===== config.mk =====
export PLATFORM = sky130hd
export DESIGN_NAME = unsigned_seq_div_restoring
export DESIGN_NICKNAME = d
export VERILOG_FILES = /design/src/rtl/unsigned_seq_div_restoring.sv
export SDC_FILE = /design/constraint.sdc
export NUM_CORES = 1
export LEC_CHECK = 0
export ABC_AREA = 1
export BUFFER_PORTS_ARGS = -buffer_cell sky130_fd_sc_hd__buf_2
export CAP_MARGIN = 10
export CORE_MARGIN = 1.5
export CORE_UTILIZATION = 35
export DETAILED_ROUTE_END_ITERATION = 8
export PLACE_DENSITY = 0.62
export SYNTH_ARGS = -nofsm -noshare
export SYNTH_HDL_FRONTEND = slang
export SYNTH_SLANG_ARGS = --single-unit
export TNS_END_PERCENT = 30

===== constraint.sdc =====
create_clock -name clk -period 1.7 [get_ports clk]
set_input_delay 0.51 -clock clk [delete_from_list [all_inputs] [get_ports clk]]
set_output_delay 0.51 -clock clk [all_outputs]
set_load 0.03 [all_outputs]

===== src/rtl/unsigned_seq_div_restoring.sv =====
// rtl/unsigned_seq_div_restoring.sv - sequential unsigned restoring divider, one quotient bit per clock
module unsigned_seq_div_restoring #(
   parameter int WIDTH = 6
) (
   input  logic             clk,
   input  logic             rst,
   input  logic             load,
   input  logic [WIDTH-1:0] dividend,
   input  logic [WIDTH-1:0] divisor,
   output logic [WIDTH-1:0] quotient,
   output logic [WIDTH-1:0] remainder,
   output logic             busy,
   output logic             done,
   output logic             div_by_zero
);

   // iteration counter only has to reach WIDTH-1
   localparam int CW = (WIDTH > 2) ? $clog2(WIDTH) : 1;

   typedef enum logic [1:0] {
      S_IDLE = 2'd0,
      S_RUN  = 2'd1,
      S_FIN  = 2'd2
   } state_t;

   state_t           r_state;
   state_t           w_next;

   // partial remainder A: after every restore it is below M, so its top
   // bit is always zero between iterations and only the trial needs WIDTH+1 bits
   logic [WIDTH-1:0] r_a;
   logic [WIDTH-1:0] r_q;
   logic [WIDTH-1:0] r_m;
   logic [CW-1:0]    r_count;

   logic [WIDTH-1:0] r_quotient;
   logic [WIDTH-1:0] r_remainder;
   logic             r_done;
   logic             r_div_by_zero;

   logic             w_start;
   logic             w_iter;
   logic             w_fin;
   logic             w_last;
   logic             w_dz;
   logic [WIDTH:0]   w_a_sh;
   logic [WIDTH:0]   w_trial;

   assign w_last  = (r_count == CW'(WIDTH - 1));
   assign w_dz    = (r_m == '0);
   assign w_a_sh  = {r_a, r_q[WIDTH-1]};
   assign w_trial = w_a_sh - {1'b0, r_m};

   // state register
   always_ff @(posedge clk or negedge rst) begin
      if (!rst) begin
         r_state <= S_IDLE;
      end else begin
         r_state <= w_next;
      end
   end

   // next-state: a zero divisor skips the iterations entirely
   always_comb begin
      w_next = r_state;
      case (r_state)
         S_IDLE: begin
            if (load) begin
               w_next = (divisor == '0) ? S_FIN : S_RUN;
            end
         end
         S_RUN: begin
            if (w_last) begin
               w_next = S_FIN;
            end
         end
         S_FIN:   w_next = S_IDLE;
         default: w_next = S_IDLE;
      endcase
   end

   // state decode used by datapath and result registers
   always_comb begin
      w_start = 1'b0;
      w_iter  = 1'b0;
      w_fin   = 1'b0;
      busy    = 1'b0;
      case (r_state)
         S_IDLE: w_start = load;
         S_RUN: begin
            w_iter = 1'b1;
            busy   = 1'b1;
         end
         S_FIN: begin
            w_fin = 1'b1;
            busy  = 1'b1;
         end
         default: ;
      endcase
   end

   // operand capture and shift / trial-subtract iteration
   always_ff @(posedge clk or negedge rst) begin
      if (!rst) begin
         r_a     <= '0;
         r_q     <= '0;
         r_m     <= '0;
         r_count <= '0;
      end else if (w_start) begin
         r_a     <= '0;
         r_q     <= dividend;
         r_m     <= divisor;
         r_count <= '0;
      end else if (w_iter) begin
         // negative trial result means restore the shifted A
         r_a     <= w_trial[WIDTH] ? w_a_sh[WIDTH-1:0] : w_trial[WIDTH-1:0];
         r_q     <= {r_q[WIDTH-2:0], ~w_trial[WIDTH]};
         r_count <= r_count + 1'b1;
      end
   end

   // result registers update only in FIN; Q still holds the dividend on divide by zero
   always_ff @(posedge clk or negedge rst) begin
      if (!rst) begin
         r_quotient    <= '0;
         r_remainder   <= '0;
         r_div_by_zero <= 1'b0;
         r_done        <= 1'b0;
      end else begin
         r_done <= w_fin;
         if (w_fin) begin
            r_quotient    <= w_dz ? {WIDTH{1'b1}} : r_q;
            r_remainder   <= w_dz ? r_q : r_a;
            r_div_by_zero <= w_dz;
         end
      end
   end

   assign quotient    = r_quotient;
   assign remainder   = r_remainder;
   assign done        = r_done;
   assign div_by_zero = r_div_by_zero;

endmodule


==> flow_summary_export.csv, run 1 <==
group,metric,value,unit
yosys,mappedNetlistNets,273,
outcome,outcome,"finished clean",
cts,tritoncts,"yes",
timing,timing.final.hold_violations,0,
global_routing,via_count_of_the_first_global_routing_pass,1722,
final_layout,net_count_reported_at_finish,320,
final_layout,most-common-layout-cells,"sky130_fd_sc_hd__nand2_1 (64), sky130_fd_sc_hd__dfrtp_1 (37), sky130_fd_sc_hd__inv_1 (31), sky130_fd_sc_hd__buf_2 (29), sky130_fd_sc_hd__nand3_1 (15)",
floorplanning,ios,30,
timing,rsz0062_at_grt,"yes",
worst_setup_path,critical_path.max_stage_delay,350,ps
timing,fin_crit,1670,ps
timing,setup-tns-final,0,ps
flow_run,max_cap_violations,0,
final_layout,area_taken_by_multi_input_logic_gates,1030,um2
placed_design,count_of_input_and_output_buffers,29,
timing,worstMarginPinSlew,482,ps
worst_setup_path,timing.reg2reg.setup_slack,30,ps
yosys,yosys_register_bits,37,
timing,min_period_over_period,98.4,%
floorplanning,initial_core_util,36.6,%
timing,timing.final.setup_violations,0,
drt,wl_per_cell,12.4,um
final_layout,drive_above_1_share,31.0,%
floorplanning,die_width,79.4,um
final_layout,nFillCells,565,
timing,skew,13.8,ps
min_path,min-delay-path-class,"in -> async",
worst_setup_path,cp-end-kind,"flop",
yosys,synth.mux.area_fraction,0,%
global_routing,grt_max_degree,38,
yosys,yosys.area_share.adder,7.72,%
yosys,compound_gate_fraction_of_synth_area,14.0,%
drt,routed_via_density,4.76,
drt,route.vias.total,1741,
drt,wl,4530,um
worst_setup_path,highest_delay_cell_along_the_critical_path,"sky130_fd_sc_hd__fa_2",
final_layout,area.sequential,926,um2
worst_setup_path,timing.critical_path.required,1890,ps
drt,route.detailed.drc,0,
yosys,syn-instance-count,246,
global_routing,number_of_antenna_violations_at_the_first_check_in_global_routing,0,
worst_setup_path,ff2ff_path_depth,11,
yosys,synth_xor_area_share,0.858,%
worst_setup_path,path_buf_inv,2,
yosys,synth.cell_area,2040,um2
cts,cts.sinks,37,
yosys,synthesis.yosys.warnings,0,
cts,postCtsHoldBufs,0,
drt,met3WireLength,213,um
final_layout,area_delta_synth_final,26.4,%
floorplanning,core,5570,um2
drt,wl_met1,2150,um
cts,cts.clk_slew.worst_paths,80,ps
worst_setup_path,critical_path_arrival,1860,ps
global_routing,globalRouteOverflowTotal,0,
cts,cts_buffers,5,
drt,route.top_layer_used,"met4",
floorplanning,die_h,79.4,um
yosys,ys_seq_area_share,45.3,%
drt,drtAntennaViolNets,0,
timing,clock.fmax,0.598,GHz
placed_design,pre_cts_slack,-44.6,ps
yosys,syn_area_per_cell,8.30,um2
cts,clock_latency,300,ps
global_routing,grt_first_pass_wirelength,7770,um
drt,detailroute.wirelength.met2,2110,um
drt,drt_pass1_iterations,4,
worst_setup_path,critical_path_peak_fanout,7,
final_layout,n_antenna_cell,0,
worst_setup_path,critical_path.reg2reg.endpoint,"r_a[5]$_DFFE_PN0P_",
worst_setup_path,critical_path_class,"reg -> reg",
placed_design,placed_cells,356,
worst_setup_path,cp_cell_sequence,"inv_2, ha_2, fa_2, inv_2, nand2_2, nand2_2, nand3_4, nand3_4, nand2_4, nor2_2, o21ai_2",
worst_setup_path,crit_path_start_kind,"flop",
timing,timing_max_transition_violations_final,0,
final_layout,finish.cell_count_without_fillers,366,
drt,drtIter0Drc,76,
timing,timing.max_slew.rel_slack,67.9,%
floorplanning,std_cell_rows,27,
cts,cts_max_level,2,
final_layout,final_common_cell,"sky130_fd_sc_hd__nand2_1",
global_routing,grtUsageTotal,15.9,%
placed_design,hpwlAfterDp,3310,um
worst_setup_path,critical_path.top_delay_family,"adder cells",
yosys,synth_cell_types,27,
cts,number_of_buffers_on_the_longest_clock_path,2,
yosys,synth_top_family_by_area,"simple AND/OR/NAND/NOR gates",
yosys,synthSimpleGateAreaFrac,23.5,%
placed_design,place_congestion,0.816,
timing,final.setup.worst_slack,27.0,ps
cts,clockRootBuffer,"sky130_fd_sc_hd__clkbuf_8",
floorplanning,dieArea,6300,um2
worst_setup_path,worstReg2RegStart,"r_q[5]$_DFFE_PN0P_",
## stage by stage
step | hold slack (ps) | area, um2 | utilization, %
after CTS | 265 | 2510 | 45.0
final | 251 | 2580 | 46.3
after detailed placement | 467 | 2380 | 42.7
after floorplan | 214 | 2050 | -
after global placement | 455 | 2380 | 42.7
after global routing | 301 | 2580 | 46.3
## worst register-to-register path: stages, from the launching register on
cell,delay (ps)
sky130_fd_sc_hd__dfrtp_1,340
sky130_fd_sc_hd__inv_2,40
sky130_fd_sc_hd__ha_2,190
sky130_fd_sc_hd__fa_2,350
sky130_fd_sc_hd__inv_2,70
sky130_fd_sc_hd__nand2_2,40
sky130_fd_sc_hd__nand2_2,80
sky130_fd_sc_hd__nand3_4,80
sky130_fd_sc_hd__nand3_4,110
sky130_fd_sc_hd__nand2_4,90
sky130_fd_sc_hd__nor2_2,120
sky130_fd_sc_hd__o21ai_2,60
## cells by family (layout without fill, tap and decap cells)
| group | after synthesis | in the layout |
|---|---|---|
| flops | 37 | 37 |
| buf+inv | 46 | 94 |
| simple gates | 110 | 110 |
| fa+ha+maj | 12 | 12 |
| compound gates | 39 | 39 |
| xor+xnor | 2 | 2 |
## area by class of cell
type / instances / area share (%)
flip-flops and latches: 37 / 35.9
clock inverters: 2 / 0.533
multi-input cells: 163 / 40.0
repair buffers: 45 / 10.9
well taps: 72 / 3.49
inverters: 41 / 5.96
clock buffers: 6 / 3.20
## what timing repair did
item,4_1_cts,5_1_grt
pin swaps,0,1
gates cloned,0,0
setup buffers,1,1
gates resized for setup,7,14
hold endpoints to repair,0,0
setup endpoints to repair,8,8
## routing by layer
layer,global-route usage [%],up-vias
met5,0,-
met4,5.61,0
met3,3.54,6
met2,25.4,39
met1,21.2,808
li1,-,888
## synthesized netlist by cell type, drive strengths merged
master  count  share of area (%)
o21a        6                2.2
o221ai      5                2.1
nand3      21                5.6
nand4       2               0.61
fa          1               0.98
a21oi       9                2.4
nor3        1               0.24
o22ai       1               0.31
clkbuf      3               0.55
ha         11                6.7
o211ai      7                4.0
nor2       16                3.3
nand2      70                 14
o21ai      11                2.9
xor2        2               0.86
inv        41                7.5
dfrtp      37                 45
buf         2               0.49
## flip-flops by register name, summed over array words and instances (netlist names)
signal,flops
r_count,3
r_q,6
r_state,2
remainder,6
done,1
quotient,6
r_m,6
div_by_zero,1
r_a,6
## worst max-delay path by stage
stage	start	slack, ps	end	cells after the start
floorplan	r_q[5]$_DFFE_PN0P_	20	r_a[5]$_DFFE_PN0P_	11
global placement	r_m[0]$_DFFE_PN0P_	10	r_a[5]$_DFFE_PN0P_	10
detailed placement	r_m[0]$_DFFE_PN0P_	-40	r_a[5]$_DFFE_PN0P_	10
CTS	r_m[0]$_DFFE_PN0P_	-3	r_a[5]$_DFFE_PN0P_	10
global route	r_m[0]$_DFFE_PN0P_	-70	r_a[0]$_DFFE_PN0P_	11
finish	r_q[5]$_DFFE_PN0P_	30	r_a[5]$_DFFE_PN0P_	11
Power of run 1 is not shown: default switching activity piles up to over one toggle a cycle in this logic, so the estimate is an artifact.
==> run 2: changes to the inputs <==
- ABC_AREA: 1 -> unset
- REMOVE_ABC_BUFFERS: unset -> 1
==> flow_summary_export.csv, run 2 <==
group,metric,value,unit
global_routing,via_count_of_the_first_global_routing_pass,1602,
timing,timing.max_slew.rel_slack,68.5,%
power_and_ir_drop,seq_power_share,26.0,%
worst_setup_path,critical_path.max_stage_delay,420,ps
power_and_ir_drop,p_int,3.46,mW
yosys,synth_cell_types,30,
worst_setup_path,critical_path_peak_fanout,4,
power_and_ir_drop,power.share.combinational,63.4,%
worst_setup_path,highest_delay_cell_along_the_critical_path,"sky130_fd_sc_hd__dfrtp_1",
cts,postCtsHoldBufs,0,
min_path,min-delay-path-class,"in -> async",
yosys,syn_area_per_cell,10.0,um2
drt,drt_pass1_iterations,4,
timing,min_period_over_period,128,%
yosys,synth_area_leaders,"sky130_fd_sc_hd__dfrtp_1 (46%), sky130_fd_sc_hd__a21oi_1 (7.7%), sky130_fd_sc_hd__mux2i_1 (7.0%)",
final_layout,final_common_cell,"sky130_fd_sc_hd__dfrtp_1",
outcome,outcome,"finished with violations",
floorplanning,dieArea,6210,um2
power_and_ir_drop,share_clk_of_total_power,10.7,%
global_routing,number_of_antenna_violations_at_the_first_check_in_global_routing,0,
yosys,synth_async_sr_flop_share,100,%
drt,drtIter0Drc,82,
cts,clockRootBuffer,"sky130_fd_sc_hd__clkbuf_8",
worst_setup_path,crit_path_start_kind,"flop",
placed_design,hpwlAfterDp,3290,um
drt,wl_per_cell,12.7,um
floorplanning,ios,30,
cts,clock_latency,280,ps
timing,timing.final.setup_violations,13,
placed_design,count_of_input_and_output_buffers,29,
drt,drtAntennaViolNets,0,
drt,route.detailed.drc,0,
worst_setup_path,cp_cell_sequence,"ha_4, fa_2, nand2b_4, a21o_1, a211oi_4, mux2_2, a21oi_1",
global_routing,grt_first_pass_wirelength,7330,um
timing,clock.fmax,0.460,GHz
floorplanning,core,5540,um2
worst_setup_path,timing.critical_path.required,1910,ps
power_and_ir_drop,power-per-cell-area,2290,nW/um2
yosys,synth.cell_area,2010,um2
global_routing,globalRouteOverflowTotal,0,
drt,wl,4280,um
placed_design,pre_cts_slack,-644,ps
worst_setup_path,worst_setup_path_startpoint,"r_m[0]$_DFFE_PN0P_",
floorplanning,die_width,78.8,um
yosys,synth_enable_flop_cells,0,
global_routing,grt_max_degree,38,
timing,rsz0062_at_grt,"yes",
global_routing,grtUsageTotal,15.0,%
yosys,dominantRegCellSynth,"sky130_fd_sc_hd__dfrtp_1",
flow_run,max_cap_violations,0,
outcome,failed_checks,"negative setup slack",
yosys,synthesis.yosys.warnings,0,
power_and_ir_drop,vdd.ir_drop.worst,0.00109,V
drt,routed_via_density,4.84,
timing,fin_crit,2170,ps
final_layout,drive_above_1_share,36.7,%
yosys,synthTopCellsByCount,"sky130_fd_sc_hd__dfrtp_1 (37), sky130_fd_sc_hd__a21oi_1 (31), sky130_fd_sc_hd__nor2_1 (30), sky130_fd_sc_hd__mux2i_1 (14), sky130_fd_sc_hd__inv_1 (13)",
worst_setup_path,timing.reg2reg.setup_slack,-470,ps
worst_setup_path,worstReg2RegStart,"r_m[0]$_DFFE_PN0P_",
worst_setup_path,ff2ff_path_depth,7,
floorplanning,std_cell_rows,27,
cts,cts_buffers,5,
worst_setup_path,cp-end-kind,"flop",
placed_design,place_congestion,0.848,
placed_design,placed_area,2480,um2
timing,timing.final.hold_violations,0,
final_layout,most-common-layout-cells,"sky130_fd_sc_hd__dfrtp_1 (37), sky130_fd_sc_hd__buf_4 (33), sky130_fd_sc_hd__nor2_1 (30), sky130_fd_sc_hd__a21oi_1 (30), sky130_fd_sc_hd__buf_2 (29)",
yosys,yosys_register_bits,37,
cts,cts.clk_slew.worst_paths,80,ps
cts,tritoncts,"yes",
power_and_ir_drop,power_switching,2.55,mW
final_layout,net_count_reported_at_finish,290,
yosys,ys_seq_area_share,46.0,%
power_and_ir_drop,p_leak,1.23,nW
yosys,synth_top_area_share,46.0,%
worst_setup_path,critical_path_sink,"r_a[0]$_DFFE_PN0P_",
cts,cts_max_level,2,
timing,worstMarginPinSlew,473,ps
yosys,synthMostInstantiatedCell,"sky130_fd_sc_hd__dfrtp_1",
timing,timing_max_transition_violations_final,0,
cts,number_of_buffers_on_the_longest_clock_path,2,
floorplanning,initial_core_util,36.3,%
timing,skew,12.6,ps
final_layout,final_instance_area,2630,um2
final_layout,area_delta_synth_final,30.7,%
yosys,yosys.area.top_type,"sky130_fd_sc_hd__dfrtp_1",
worst_setup_path,critical_path_arrival,2380,ps
final_layout,nFillCells,555,
yosys,syn-instance-count,201,
timing,final.setup.worst_slack,-474,ps
cts,cts.sinks,37,
worst_setup_path,critical_path_class,"reg -> reg",
floorplanning,die_h,78.8,um
worst_setup_path,critical_path.reg2reg.endpoint,"r_a[0]$_DFFE_PN0P_",
drt,route.vias.total,1625,
power_and_ir_drop,power_switching_share,42.5,%
final_layout,n_antenna_cell,0,
## run 2: cell types whose count changed after synthesis, sizes merged, moves of 5 or more
cell    previous run  this run
nor2              16        30
clkbuf             3         8
mux2               0        11
mux2i              0        14
o21a               6         0
nand2             70         8
nand3             21         2
o211ai             7         0
a21oi              9        31
inv               41        13
o221ai             5         0
## run 2: cell type report
cell class              instances  area [um2]  share of cell area, %
clock buffers                   6        82.6                   3.14
clock inverters                 2        13.8                  0.523
inverters                      13        48.8                   1.86
multi-input cells             141        1030                   39.3
flip-flops and latches         37         926                   35.2
well taps                      72        90.1                   3.43
repair buffers                 65         435                   16.6
## run 2: layer usage
| layer | vias to the layer above | share of wire (%) | track usage (%) |
|---|---|---|---|
| met2 | 30 | 48 | 25.1 |
| met4 | 0 | 0.35 | 2.63 |
| li1 | 819 | - | - |
| met5 | - | 0 | 0 |
| met3 | 2 | 3.6 | 3.10 |
| met1 | 774 | 48 | 20.4 |
## run 2: per-stage QoR
stage	total power [mW]	TNS, ps	utilization, %	hold WS, ps	cells
finish	6.01	-3550	47.5	259	336
global route	6.54	-4720	47.5	289	336
CTS	6.04	-4060	47.3	276	336
detailed placement	5.23	-5280	44.8	508	327
global placement	5.15	-4570	44.8	495	327
floorplan	3.87	-4240	-	214	191
## run 2: cell families after synthesis
family,after synthesis,share of synthesized area (%)
AND/OR/NAND/NOR,50,11.3
AO/OA/AOI/OAI,49,15.1
flip-flops,37,46.0
multiplexers,25,13.1
buffers and inverters,23,4.48
adder cells (fa/ha/maj),12,7.84
XOR/XNOR,5,2.18
## run 2: power groups by stage
stage / Combinational, mW / Sequential, mW / Clock, mW
6_report: 3.81 / 1.56 / 0.642
5_1_grt: 4.22 / 1.61 / 0.706
4_1_cts: 3.83 / 1.56 / 0.654
3_5_place_dp: 3.67 / 1.56 / 0
3_3_place_gp: 3.60 / 1.54 / 0
2_1_floorplan: 2.02 / 1.85 / 0
## run 2: worst min path at each step
stage,cells past startpoint,end,from
2_1_floorplan,0,div_by_zero$_DFFE_PN0P_,rst
3_3_place_gp,1,div_by_zero$_DFFE_PN0P_,div_by_zero$_DFFE_PN0P_
3_5_place_dp,1,div_by_zero$_DFFE_PN0P_,div_by_zero$_DFFE_PN0P_
4_1_cts,2,quotient[0]$_DFFE_PN0P_,rst
5_1_grt,2,quotient[0]$_DFFE_PN0P_,rst
6_report,2,quotient[0]$_DFFE_PN0P_,rst
## run 2: what timing repair did
item                       in CTS  in global routing
resized for setup              10                  3
setup buffers                   1                  0
setup endpoints to repair      18                 20
pin swaps                      10                  3
## run 2: critical path: cells and delay by family (launching register included)
family / cells / cell delay [ps]
compound gates: 3 / 630
fa+ha+maj: 2 / 510
flops: 1 / 420
mux: 1 / 370
simple gates: 1 / 170
Power figures use the tool's default switching activity.
